### src/rtl/pe_mem_port_arbiter_if.sv
// Request/grant, read-return and SRAM-side signals of the PE memory port arbiter.
// slave = arbiter side, master = requester/SRAM environment side.
interface pe_mem_port_arbiter_if #(
    parameter int NUM_LANES = 4,
    parameter int ADDR_W    = 16,
    parameter int DATA_W    = 64
);
    logic [NUM_LANES-1:0]        dma__arb__valid;
    logic [NUM_LANES*ADDR_W-1:0] dma__arb__addr;
    logic [NUM_LANES-1:0]        arb__dma__ready;
    logic [NUM_LANES-1:0]        arb__dma__rd_valid;
    logic [DATA_W-1:0]           arb__dma__rd_data;

    logic                        ls__arb__valid;
    logic                        ls__arb__write;
    logic [ADDR_W-1:0]           ls__arb__addr;
    logic [DATA_W-1:0]           ls__arb__wdata;
    logic                        arb__ls__ready;
    logic                        arb__ls__rd_valid;
    logic [DATA_W-1:0]           arb__ls__rd_data;

    logic                        arb__sram__en;
    logic                        arb__sram__we;
    logic [ADDR_W-1:0]           arb__sram__addr;
    logic [DATA_W-1:0]           arb__sram__wdata;
    logic [DATA_W-1:0]           sram__arb__rdata;

    modport slave (
        input  dma__arb__valid, dma__arb__addr,
        input  ls__arb__valid, ls__arb__write, ls__arb__addr, ls__arb__wdata,
        input  sram__arb__rdata,
        output arb__dma__ready, arb__dma__rd_valid, arb__dma__rd_data,
        output arb__ls__ready, arb__ls__rd_valid, arb__ls__rd_data,
        output arb__sram__en, arb__sram__we, arb__sram__addr, arb__sram__wdata
    );

    modport master (
        output dma__arb__valid, dma__arb__addr,
        output ls__arb__valid, ls__arb__write, ls__arb__addr, ls__arb__wdata,
        output sram__arb__rdata,
        input  arb__dma__ready, arb__dma__rd_valid, arb__dma__rd_data,
        input  arb__ls__ready, arb__ls__rd_valid, arb__ls__rd_data,
        input  arb__sram__en, arb__sram__we, arb__sram__addr, arb__sram__wdata
    );
endinterface

### src/rtl/pe_mem_port_arbiter.sv
// Single SRAM port shared by NUM_LANES DMA read streams and one load/store unit:
// bounded LS priority, round-robin DMA, fixed-latency read return via tag pipeline.
module pe_mem_port_arbiter #(
    parameter int NUM_LANES    = 4,
    parameter int ADDR_W       = 16,
    parameter int DATA_W       = 64,
    parameter int RD_LAT       = 2,
    parameter int LS_MAX_BURST = 4
) (
    input  logic                      clk,
    input  logic                      reset_poweron,
    pe_mem_port_arbiter_if.slave      bus
);
    localparam int          LANE_W = (NUM_LANES > 1) ? $clog2(NUM_LANES) : 1;
    localparam int          CNT_W  = $clog2(LS_MAX_BURST + 1);
    localparam int unsigned NL     = NUM_LANES;

    typedef struct packed {
        logic              valid;
        logic              is_ls;
        logic [LANE_W-1:0] lane;
    } tag_t;

    tag_t              tag_pipe [RD_LAT];
    tag_t              ret;
    logic [LANE_W-1:0] rr_ptr;
    logic [CNT_W-1:0]  ls_burst_cnt;
    logic              any_dma;
    logic              ls_grant;
    logic              dma_grant;
    logic [LANE_W-1:0] dma_lane;
    int unsigned       idx;

    // Grant decision; reset forces every grant low so outputs read 0 during reset.
    always_comb begin
        any_dma   = |bus.dma__arb__valid;
        ls_grant  = !reset_poweron && bus.ls__arb__valid &&
                    (!any_dma || (ls_burst_cnt < CNT_W'(LS_MAX_BURST)));
        dma_grant = 1'b0;
        dma_lane  = '0;
        idx       = 0;
        if (!reset_poweron && !ls_grant) begin
            for (int unsigned k = 0; k < NL; k++) begin
                idx = (32'(rr_ptr) + k) % NL;
                if (!dma_grant && bus.dma__arb__valid[idx]) begin
                    dma_grant = 1'b1;
                    dma_lane  = LANE_W'(idx);
                end
            end
        end
    end

    always_comb begin
        bus.arb__ls__ready   = ls_grant;
        bus.arb__dma__ready  = dma_grant ? (NUM_LANES'(1) << dma_lane) : '0;
        bus.arb__sram__en    = ls_grant | dma_grant;
        bus.arb__sram__we    = ls_grant & bus.ls__arb__write;
        bus.arb__sram__addr  = '0;
        bus.arb__sram__wdata = '0;
        if (ls_grant) begin
            bus.arb__sram__addr  = bus.ls__arb__addr;
            bus.arb__sram__wdata = bus.ls__arb__wdata;
        end else if (dma_grant) begin
            bus.arb__sram__addr  = bus.dma__arb__addr[dma_lane*ADDR_W +: ADDR_W];
        end
    end

    always_ff @(posedge clk) begin
        if (reset_poweron) begin
            rr_ptr       <= '0;
            ls_burst_cnt <= '0;
            for (int unsigned k = 0; k < RD_LAT; k++) begin
                tag_pipe[k] <= '0;
            end
        end else begin
            if (dma_grant) begin
                rr_ptr <= (dma_lane == LANE_W'(NUM_LANES - 1)) ? '0 : dma_lane + 1'b1;
            end
            if (dma_grant || !any_dma) begin
                ls_burst_cnt <= '0;
            end else if (ls_grant && (ls_burst_cnt < CNT_W'(LS_MAX_BURST))) begin
                ls_burst_cnt <= ls_burst_cnt + 1'b1;
            end
            // Stores occupy a slot with valid=0 so read returns stay aligned to SRAM latency.
            tag_pipe[0].valid <= dma_grant | (ls_grant & ~bus.ls__arb__write);
            tag_pipe[0].is_ls <= ls_grant;
            tag_pipe[0].lane  <= dma_lane;
            for (int unsigned k = 1; k < RD_LAT; k++) begin
                tag_pipe[k] <= tag_pipe[k-1];
            end
        end
    end

    always_comb begin
        ret                    = tag_pipe[RD_LAT-1];
        bus.arb__ls__rd_valid  = !reset_poweron && ret.valid && ret.is_ls;
        bus.arb__ls__rd_data   = bus.arb__ls__rd_valid ? bus.sram__arb__rdata : '0;
        bus.arb__dma__rd_valid = '0;
        bus.arb__dma__rd_data  = '0;
        if (!reset_poweron && ret.valid && !ret.is_ls) begin
            bus.arb__dma__rd_valid = NUM_LANES'(1) << ret.lane;
            bus.arb__dma__rd_data  = bus.sram__arb__rdata;
        end
    end
endmodule

### src/flat_wrapper.sv
// flat-port wrapper written by rule: the top's interface ports become plain ports
module pe_mem_port_arbiter_flat 
#(
    parameter int NUM_LANES    = 4,
    parameter int ADDR_W       = 16,
    parameter int DATA_W       = 64,
    parameter int RD_LAT       = 2,
    parameter int LS_MAX_BURST = 4
)
  (clk, reset_poweron, bus_dma__arb__valid, bus_dma__arb__addr, bus_ls__arb__valid, bus_ls__arb__write, bus_ls__arb__addr, bus_ls__arb__wdata, bus_sram__arb__rdata, bus_arb__dma__ready, bus_arb__dma__rd_valid, bus_arb__dma__rd_data, bus_arb__ls__ready, bus_arb__ls__rd_valid, bus_arb__ls__rd_data, bus_arb__sram__en, bus_arb__sram__we, bus_arb__sram__addr, bus_arb__sram__wdata);
  pe_mem_port_arbiter_if #(.NUM_LANES(NUM_LANES), .ADDR_W(ADDR_W), .DATA_W(DATA_W)) bus_i ();
  input  logic clk;
  input  logic reset_poweron;
  input wire logic [$bits(bus_i.dma__arb__valid)-1:0] bus_dma__arb__valid;
  input wire logic [$bits(bus_i.dma__arb__addr)-1:0] bus_dma__arb__addr;
  input wire logic [$bits(bus_i.ls__arb__valid)-1:0] bus_ls__arb__valid;
  input wire logic [$bits(bus_i.ls__arb__write)-1:0] bus_ls__arb__write;
  input wire logic [$bits(bus_i.ls__arb__addr)-1:0] bus_ls__arb__addr;
  input wire logic [$bits(bus_i.ls__arb__wdata)-1:0] bus_ls__arb__wdata;
  input wire logic [$bits(bus_i.sram__arb__rdata)-1:0] bus_sram__arb__rdata;
  output wire logic [$bits(bus_i.arb__dma__ready)-1:0] bus_arb__dma__ready;
  output wire logic [$bits(bus_i.arb__dma__rd_valid)-1:0] bus_arb__dma__rd_valid;
  output wire logic [$bits(bus_i.arb__dma__rd_data)-1:0] bus_arb__dma__rd_data;
  output wire logic [$bits(bus_i.arb__ls__ready)-1:0] bus_arb__ls__ready;
  output wire logic [$bits(bus_i.arb__ls__rd_valid)-1:0] bus_arb__ls__rd_valid;
  output wire logic [$bits(bus_i.arb__ls__rd_data)-1:0] bus_arb__ls__rd_data;
  output wire logic [$bits(bus_i.arb__sram__en)-1:0] bus_arb__sram__en;
  output wire logic [$bits(bus_i.arb__sram__we)-1:0] bus_arb__sram__we;
  output wire logic [$bits(bus_i.arb__sram__addr)-1:0] bus_arb__sram__addr;
  output wire logic [$bits(bus_i.arb__sram__wdata)-1:0] bus_arb__sram__wdata;
  assign bus_i.dma__arb__valid = bus_dma__arb__valid;
  assign bus_i.dma__arb__addr = bus_dma__arb__addr;
  assign bus_i.ls__arb__valid = bus_ls__arb__valid;
  assign bus_i.ls__arb__write = bus_ls__arb__write;
  assign bus_i.ls__arb__addr = bus_ls__arb__addr;
  assign bus_i.ls__arb__wdata = bus_ls__arb__wdata;
  assign bus_i.sram__arb__rdata = bus_sram__arb__rdata;
  assign bus_arb__dma__ready = bus_i.arb__dma__ready;
  assign bus_arb__dma__rd_valid = bus_i.arb__dma__rd_valid;
  assign bus_arb__dma__rd_data = bus_i.arb__dma__rd_data;
  assign bus_arb__ls__ready = bus_i.arb__ls__ready;
  assign bus_arb__ls__rd_valid = bus_i.arb__ls__rd_valid;
  assign bus_arb__ls__rd_data = bus_i.arb__ls__rd_data;
  assign bus_arb__sram__en = bus_i.arb__sram__en;
  assign bus_arb__sram__we = bus_i.arb__sram__we;
  assign bus_arb__sram__addr = bus_i.arb__sram__addr;
  assign bus_arb__sram__wdata = bus_i.arb__sram__wdata;
  pe_mem_port_arbiter #(.NUM_LANES(NUM_LANES), .ADDR_W(ADDR_W), .DATA_W(DATA_W), .RD_LAT(RD_LAT), .LS_MAX_BURST(LS_MAX_BURST)) u_core (.clk(clk), .reset_poweron(reset_poweron), .bus(bus_i));
endmodule
### config.mk
export PLATFORM = sky130hd
export DESIGN_NAME = pe_mem_port_arbiter_flat
export DESIGN_NICKNAME = d
export VERILOG_FILES = /design/src/rtl/pe_mem_port_arbiter_if.sv /design/src/rtl/pe_mem_port_arbiter.sv /design/src/flat_wrapper.sv
export SDC_FILE = /design/constraint.sdc
export NUM_CORES = 1
export LEC_CHECK = 0
export ABC_AREA = 1
export CORE_AREA = 5 5 169 171
export CTS_BUF_LIST = sky130_fd_sc_hd__clkbuf_16
export DETAILED_ROUTE_END_ITERATION = 6
export DIE_AREA = 0 0 174 176
export GPL_TIMING_DRIVEN = 0
export PLACE_DENSITY_LB_ADDON = 0.3
export REMOVE_ABC_BUFFERS = 1
export SYNTH_ARGS = -nofsm -noshare
export SYNTH_HDL_FRONTEND = slang
export SYNTH_SLANG_ARGS = --single-unit
### constraint.sdc
create_clock -name clk -period 3 [get_ports clk]
set_input_delay 0.6 -clock clk [delete_from_list [all_inputs] [get_ports clk]]
set_output_delay 0.6 -clock clk [all_outputs]
set_load 0.02 [all_outputs]
; ---- After elaboration in Yosys (flattened, before gate mapping)
; Memories as Yosys holds them, arrays and structs flattened.
; Cells that the tools add are included.
[classes]
add_sub_neg = 5
n_lt_le_gt_ge = 5
eq_ne = 1
n_shift = 3
mux = 36
n_bitwise = 9
n_reduce_logical = 21
[ops]
columns = cell, count
row1 = two-way mux 64 bit, 3
row2 = variable part select 64 x 7 -> 16 bit, 1
row3 = two-way mux 16 bit, 2
row4 = two-way mux 1 bit, 17
row5 = two-way mux 2 bit, 7
row6 = "less-than comparator 2 x 3 -> 1 bit, second input constant", 4
row7 = two-way mux 4 bit, 3
row8 = logical AND 1 bit, 10
row9 = binary-select mux 1 bit (select 2 bit), 4
row10 = "left shift 1 x 2 -> 4 bit, first input constant", 2
row11 = logical NOT 1 bit, 7
row12 = OR 1 bit, 6
row13 = "adder 2 x 1 -> 2 bit, second input constant", 2
row14 = "adder 2 bit, second input constant", 2
row15 = OR reduction 4 bit, 1
row16 = "adder 3 x 1 -> 3 bit, second input constant", 1
row17 = "less-than comparator 3 bit, second input constant", 1
row18 = AND 1 bit, 2
row19 = "== test 2 bit, second input constant", 1
row20 = logical OR 1 bit, 2
row21 = OR reduction 2 bit, 1
row22 = inverter 1 bit, 1
[totals]
ff_bits = 5
ramBits = 8
in_bits = 216
out_inout_bits = 220
wordCells = 83
mem_count = 1
[memory_table]
columns = name, words, width, read_ports, rd_clocked_by_memory_dff, wr, line
row1 = u_core.tag_pipe, 2, 4, 2, 0, 2, pe_mem_port_arbiter.sv:24  ; tag_t tag_pipe [RD_LAT];

; ---- Logic depth before layout (Yosys ltp)
; Gate-level depths: netlist of run 1.
[depth]
ltp_word = 22
mapped_depth = 16
ltp_nobuf = 15

; ---- Worst setup path after synthesis of run 1
; OpenSTA, ideal clock, no wires.
[synth_path]
path_type = input port to output port
startpoint = input bus_dma__arb__valid[1]
endpoint = output bus_arb__dma__ready[3]
arrival_ns = 2.099
required_time_ns = 2.400
slack_ns = 0.301
path_stages = 13
n_path_buf = 1
cell_sequence = inv_1 nand2_1 nand3_1 nand2_1 nor2_2 nand3_1 nand2_2 nand3_4 buf_2 inv_1 ha_1 inv_1 nor2_1
[synth_via]
elab_chain_len = 18
elab_cells_between_ends = 35
classes_between = shift (1) / mux (22) / reduce/logical (12)
[synth_lines]
columns = element, line
row1 = from (decl), flat_wrapper.sv:14  ; input wire logic [$bits(bus_i.dma__arb__valid)-1:0] bus_dma__arb__valid;
row2 = binary-select mux 1 bit (select 2 bit), pe_mem_port_arbiter.sv:45  ; if (!dma_grant && bus.dma__arb__valid[idx]) begin
row3 = two-way mux 1 bit (not written as such), pe_mem_port_arbiter.sv:45
row4 = two-way mux 1 bit, pe_mem_port_arbiter.sv:45
row5 = two-way mux 1 bit, pe_mem_port_arbiter.sv:42  ; if (!reset_poweron && !ls_grant) begin
row6 = logical NOT 1 bit, pe_mem_port_arbiter.sv:45
row7 = logical AND 1 bit, pe_mem_port_arbiter.sv:45
row8 = two-way mux 1 bit, pe_mem_port_arbiter.sv:45
row9 = two-way mux 1 bit, pe_mem_port_arbiter.sv:42
row10 = (+3 left out), n/a
row11 = two-way mux 1 bit, pe_mem_port_arbiter.sv:42
row12 = logical NOT 1 bit, pe_mem_port_arbiter.sv:45
row13 = logical AND 1 bit, pe_mem_port_arbiter.sv:45
row14 = two-way mux 2 bit, pe_mem_port_arbiter.sv:45
row15 = two-way mux 2 bit (*), pe_mem_port_arbiter.sv:42
row16 = via u_core.dma_lane[0], pe_mem_port_arbiter.sv:31  ; logic [LANE_W-1:0] dma_lane;
row17 = left shift 1 x 2 -> 4 bit (*), pe_mem_port_arbiter.sv:55  ; bus.arb__dma__ready = dma_grant ? (NUM_LANES'(1) << dma_lane) : '0;
row18 = two-way mux 4 bit (*), pe_mem_port_arbiter.sv:55
row19 = to (decl), flat_wrapper.sv:21  ; output wire logic [$bits(bus_i.arb__dma__ready)-1:0] bus_arb__dma__ready;
; The timed path passes the listed nets; every way through them passes the cells marked *. The select of a mux whose other input is x is not followed.

; ---- Final worst setup path of run 1
[layout_path]
startpoint = input bus_ls__arb__valid
endpoint = output bus_arb__dma__ready[3]
[layout_via]
elab_chain_len = 7
elab_cells_between_ends = 8
classes_between = shift (1) / mux (3) / reduce/logical (4)
[layout_lines]
columns = element, line
row1 = from (decl), flat_wrapper.sv:16  ; input wire logic [$bits(bus_i.ls__arb__valid)-1:0] bus_ls__arb__valid;
row2 = logical AND 1 bit (*) (2 in a row), pe_mem_port_arbiter.sv:37  ; ls_grant = !reset_poweron && bus.ls__arb__valid &&
row3 = logical NOT 1 bit (*), pe_mem_port_arbiter.sv:42
row4 = logical AND 1 bit (*), pe_mem_port_arbiter.sv:42
row5 = two-way mux 2 bit, pe_mem_port_arbiter.sv:42
row6 = left shift 1 x 2 -> 4 bit, pe_mem_port_arbiter.sv:55
row7 = two-way mux 4 bit (*), pe_mem_port_arbiter.sv:55
; Mark *: on every way between the ends. The rest lies on a longest branch, timed or not.

==> results of run 1 <==
[stage by stage]
stage	std cells	worst slack, ns	TNS (ns)	util [%]
floorplan	601	-0.4239	-43.05	-
global placement	1377	-2.560	-453.90	28.16
detailed placement	1382	-2.289	-232.55	28.57
CTS	1446	0.003965	0	31.25
global route	1448	-0.02504	-0.1104	31.60
finish	1448	0.1031	0	31.60
[synth_stat cells]
master | n | area, sq um
inv_2 | 6 | 22.52
buf_6 | 1 | 11.26
xor2_1 | 1 | 8.760
o21ai_0 | 4 | 20.02
nand4_1 | 33 | 206.5
o21ai_1 | 1 | 5.000
buf_4 | 2 | 15.01
nand2_1 | 104 | 390.4
o21ai_2 | 1 | 8.760
buf_1 | 6 | 22.52
ha_1 | 5 | 62.56
inv_4 | 1 | 6.260
nand3b_1 | 1 | 7.510
inv_1 | 153 | 574.3
nand3_4 | 1 | 17.52
clkbuf_1 | 18 | 67.56
nor2_4 | 1 | 11.26
nand2_2 | 2 | 12.51
nor2_1 | 204 | 765.7
a31oi_1 | 1 | 6.260
nand2_4 | 2 | 22.52
buf_2 | 12 | 60.06
dfxtp_1 | 13 | 260.3
a21oi_1 | 3 | 15.01
nor2_2 | 1 | 6.260
nor3_1 | 4 | 20.02
nand3_1 | 59 | 295.3
[cell families after synthesis]
logic type | Yosys count | synth area share [%]
DFF | 13 | 8.908
xor gates and xnor gates | 1 | 0.2998
AOI/OAI and AO/OA | 10 | 1.884
and+or+nand+nor | 412 | 60.09
buffers and inverters | 199 | 26.68
adders and majority gates | 5 | 2.141
[final cells by class]
type / count / area (sq um) / area share [%]
clock inverters: 1 / 3.754 / 0.04444
clock buffers: 3 / 75.07 / 0.8889
inverters: 160 / 630.6 / 7.467
repair inverters: 3 / 28.78 / 0.3407
flip-flops and latches: 13 / 265.3 / 3.141
well taps: 341 / 426.7 / 5.052
multi-input cells: 438 / 2196 / 26.00
repair buffers: 489 / 4820 / 57.07
[power by group]
group	leakage [nW]	switching [W]	internal, W	total [W]
clock network	0.0423	0.0000705	0.000176	0.000246
registers	0.108	0.0000220	0.000198	0.000220
logic	4.08	0.00110	0.000896	0.00199
total	4.23	0.00119	0.00127	0.00246
[per-layer routing]
metal	part of all wire (%)	up-vias	GRT usage [%]	wire length (um)
li1	-	2831	-	-
met1	38	2514	15.10	9062
met2	52	323	27.56	12520
met3	8.2	24	3.084	1972
met4	1.7	0	3.233	401
met5	0	-	0	0
[flip-flops by register name (all words and copies together), names as in the netlist]
register / cells
u_core.tag_pipe: 8
u_core.ls_burst_cnt: 3
u_core.rr_ptr: 2
[layout by cell type (no fill, tap or decap), drive strengths merged]
| cell | synthesis | routed |
|---|---|---|
| nand3b | 1 | 1 |
| inv | 160 | 164 |
| ha | 5 | 5 |
| a21oi | 3 | 3 |
| nor2 | 206 | 207 |
| a31oi | 1 | 1 |
| xor2 | 1 | 1 |
| clkdlybuf4s15 | 0 | 23 |
| nand3 | 60 | 63 |
| clkdlybuf4s50 | 0 | 342 |
| dlygate4sd2 | 0 | 43 |
| nand2 | 108 | 113 |
| nor3 | 4 | 4 |
| clkbuf | 18 | 5 |
| dfxtp | 13 | 13 |
| buf | 21 | 79 |
| nand4 | 33 | 33 |
| o21ai | 6 | 7 |
[what timing repair did]
| item | in CTS | in global routing |
|---|---|---|
| hold endpoints to repair | 0 | 0 |
| gates resized for setup | 249 | 47 |
| endpoints found under the setup margin | 225 | 71 |
| pin swaps | 21 | 19 |
| gates cloned | 14 | 0 |
| buffers inserted | 47 | 2 |
[critical path: stages]
cell	delay, ns
clkdlybuf4s15_1	0.20
nand2_4	0.09
inv_2	0.05
nand2_4	0.07
o21ai_4	0.06
nor2_4	0.21
buf_6	0.13
nand2_2	0.06
inv_4	0.10
nand2_8	0.13
inv_8	0.11
ha_2	0.16
inv_1	0.05
nor2_1	0.11
buf_4	0.16
[final timing paths]
| check | from | end |
|---|---|---|
| max | bus_ls__arb__valid | bus_arb__dma__ready[3] |
| min | u_core.tag_pipe[0][2] | u_core.tag_pipe[0][6] |
| min reg2reg | u_core.tag_pipe[0][2] | u_core.tag_pipe[0][6] |
| max reg2reg | u_core.rr_ptr[1] | u_core.rr_ptr[0] |
==> out/qor.txt, run 1 <==
CTS tree: built
Register area share after synthesis: 8.908%
1st-iter DRT viols: 259
DP HPWL: 18100 um
CP Data Required Time: 2.40 ns
Ports: 436
Mean Syn Cell Area: 4.565 sq um
Final setup fails: 0
Outcome: complete, no violations
Post-synth cell types: 27
Nets: 1329
Layout Area Growth over Synthesis: 189.1%
H-tree levels: 1
DR WL/cell: 16.54 um
Die H: 176 um
GPL Wtd Cong: 0.8352
Total track usage: 13.97%
Fmax achieved: 345.2 MHz
#FFs+latches synth: 13
CTS Hold Bufs: 0
Max Cap Viol: 0
Fillcell total: 2945
Min cycle time layout: 2.897 ns
Routed Antenna Nets: 0
Headroom to the max-slew limit: 69.03%
CTS root buf: clkbuf_16
Core Region: 0.02673 sq mm
Hold Path Class: reg2reg
CTS Sinks: 13
WHS Path Cells: 2
Peak supply drop: 209.7 uV
Post-route design area: 0.008446 sq mm
Largest net degree at the start of global routing: 52
Vias per cell: 3.931
Share of cells above drive strength 1: 13.55%
Drt pass-1 iters: 7
Yosys warns: 0
PwrDens: 291.4 mW/mm^2
Crit path kind: in2out
Final hold slack: 0.3996 ns
Mapped Cells: 640
CTS buffer count: 3
Final Hold Viols: 0
Tot Pwr: 0.002461 W
Input/output buffers: 435
Row count: 60
Vias in the first global route: 5855
Worst slew pin tran: 0.4640 ns
Cell area after synthesis: 0.002922 sq mm
Number of diodes: 0
R2R cell count: 22
Initial core utilization: 10.93%
Clock Pin Slew Worst Setup and Hold Paths: 0.04 ns
Die Footprint: 0.03062 sq mm
GR Overflow Total: 0
Leak: 4.230 nW
Global-route wire length before repair: 33550 um
Worst Skew: 0.001616 ns
Period Utilization, post-route: 96.56%
Die W: 174 um
Post-DP Area: 0.007636 sq mm
Worst-Skew Late Latency: 0.24 ns
CP endpoint kind: primary output
Final Max Tran Viols: 0
DRC: 0
Vias: 5692
Deepest clock path buffer count: 2
R2R Setup Slk: 0.16 ns
WL final: 23950 um
CP arrival: 2.30 ns
Nature of the critical path startpoint: input pin
Antenna violations before repair: 0
Largest fanout on the critical path: 8
No activity file was read; power rests on OpenSTA's default activity.
==> inputs of run 2 (changes only) <==
- CAP_MARGIN: unset -> 40
- CELL_PAD_IN_SITES_DETAIL_PLACEMENT: unset -> 1
- CELL_PAD_IN_SITES_GLOBAL_PLACEMENT: unset -> 2
- CORE_AREA: 5 5 169 171 -> unset
- CORE_MARGIN: unset -> 5
- CORE_UTILIZATION: unset -> 10
- DIE_AREA: 0 0 174 176 -> unset
- SLEW_MARGIN: unset -> 25
==> run 2 against run 1 <==
Effect of this change: clock power grew 2%; flip-flop and latch count unchanged; final cell count up 1.9%; core utilization down 2.2 points; die area rose by 6.9%; worst setup slack improved by 0.0025 ns; first-iteration DRC count fell by 29%; routed wire length up 6.4%; critical path type is now reg2out; largest power group unchanged.
==> out/qor.txt, run 2 (synthesized netlist as in run 1, its figures left out) <==
Largest net degree at the start of global routing: 43 (-17%)
Nets: 1312 (-1.3%)
Post-Route Setup TNS: 0 ns (unchanged)
Vias in the first global route: 5944 (+1.5%)
CP endpoint kind: primary output
Biggest register: u_core.tag_pipe
CP Data Required Time: 2.40 ns (about the same)
Vias: 5590 (-1.8%)
CTS Sinks: 13 (unchanged)
Input/output buffers: 435 (unchanged)
Most frequent cells in the layout: clkdlybuf4s50_1, nor2_1, inv_1
R2R Setup Slk: 0.90 ns (+0.74 ns)
Dpl ws: -1.994 ns (+0.2954 ns)
Outcome: complete, no violations
Leak: 4.069 nW (-3.8%)
Vias per cell: 3.790 (-3.6%)
Antenna violations before repair: 1 (+1)
Top flop regs: u_core.tag_pipe x8, u_core.ls_burst_cnt x3, u_core.rr_ptr x2
Commonest non-fill, non-tap cell in the layout: clkdlybuf4s50_1
CTS Hold Bufs: 0 (unchanged)
Routed Antenna Nets: 0 (unchanged)
Die Footprint: 0.03273 sq mm (+6.9%)
Initial core utilization: 10.15% (-0.78 points)
DRC: 0 (unchanged)
GPL Wtd Cong: 0.7833 (-6.2%)
Total track usage: 13.93% (-0.045 points)
GR Overflow Total: 0 (unchanged)
Tot Pwr: 0.002458 W (-0.12%)
Clock Pin Slew Worst Setup and Hold Paths: 0.05 ns (about the same)
Worst Skew: 0.001410 ns (-0.0002056 ns)
Fin cells: 1475 (+1.9%)
Nature of the critical path startpoint: flop
Final Max Tran Viols: 0 (unchanged)
Ports: 436 (unchanged)
H-tree levels: 1 (unchanged)
Deepest clock path buffer count: 2 (unchanged)
CTS buffer count: 3 (unchanged)
Worst slew pin tran: 0.3972 ns (-0.06686 ns)
CP arrival: 2.29 ns (about the same)
Max Cap Viol: 0 (unchanged)
Layout Area Growth over Synthesis: 189.9%
Die H: 180.9 um (+2.8%)
1st-iter DRT viols: 183 (-29%)
Share of cells above drive strength 1: 16.42% (+2.9 points)
CTS root buf: clkbuf_16
Period Utilization, post-route: 96.48% (about the same)
Core Region: 0.02878 sq mm (+7.7%)
Placed cells: 1428 (+3.3%)
Row count: 62 (+3.3%)
WL final: 25480 um (+6.4%)
Peak supply drop: 137.9 uV (-34%)
Number of flip-flops in the largest register: 8 (unchanged)
Headroom to the max-slew limit: 73.43% (+4.4 points)
PwrDens: 290.3 mW/mm^2 (-0.39%)
Final setup fails: 0 (unchanged)
Min cycle time layout: 2.894 ns (-0.002522 ns)
CTS tree: built
Crit path kind: reg2out
DR WL/cell: 17.27 um (+4.4%)
Final hold slack: 0.4038 ns (+0.004239 ns)
Hold Path Class: reg2reg
Setup ws final: 0.1057 ns (+0.002522 ns)
Fmax achieved: 345.5 MHz (about the same)
DP HPWL: 19960 um (+10%)
Drt pass-1 iters: 4 (-3)
Worst-Skew Late Latency: 0.24 ns (about the same)
Global-route wire length before repair: 35980 um (+7.3%)
Largest fanout on the critical path: 7 (-1)
Final Hold Viols: 0 (unchanged)
Die W: 180.9 um (+4.0%)
[run 2: where the power goes]
part / internal (W) / switching, W
combinational: 0.000867 / 0.00111
sequential: 0.000200 / 0.0000258
clock: 0.000176 / 0.0000758
total: 0.00124 / 0.00122
[run 2: metrics by stage]
step	area [sq um]	utilization, %
floorplan	2745	-
global placement	7580	26.34
detailed placement	7736	26.88
CTS	8278	28.76
global route	8468	29.42
finish	8468	29.42
[run 2: layer usage]
metal	global-route usage, %	wire (um)	share of wire (%)	vias to the layer above
li1	-	-	-	2793
met1	14.66	9557	38	2521
met2	27.46	13450	53	266
met3	4.384	2269	8.9	10
met4	1.966	205	0.80	0
met5	0	0	0	-
[run 2: critical path: stages, from the launching register on]
cell,delay [ns]
dfxtp_4,0.37
buf_4,0.17
nand2_1,0.06
nand2_1,0.08
nand2_1,0.06
nand2_1,0.08
nor2_4,0.14
buf_4,0.15
nand2_1,0.09
nand3_4,0.14
nand2_8,0.16
inv_12,0.10
ha_2,0.16
inv_1,0.03
nor2_1,0.09
buf_4,0.16
[run 2: worst paths after layout]
kind	startpoint	endpoint	depth (start not counted)
max	u_core.rr_ptr[0]	bus_arb__dma__ready[2]	15
min reg2reg	u_core.tag_pipe[0][2]	u_core.tag_pipe[0][6]	2
min	u_core.tag_pipe[0][2]	u_core.tag_pipe[0][6]	2
max reg2reg	u_core.rr_ptr[0]	u_core.rr_ptr[1]	14
[run 2: area by class of cell]
cell class | count | area [sq um]
timing repair buffer | 473 | 4713
sequential | 13 | 267.8
tap | 384 | 480.5
antenna | 1 | 2.502
clock inverter | 1 | 3.754
fill | 3588 | 20310
multi-input combinational | 437 | 2263
timing repair inverter | 3 | 31.28
inverter | 160 | 630.6
clock buffer | 3 | 75.07
[run 2: repair_timing]
item	CTS	global route
gates cloned	11	1
resized for setup	306	52
setup buffers	28	2
endpoints found under the setup margin	225	96
pin swaps	15	20
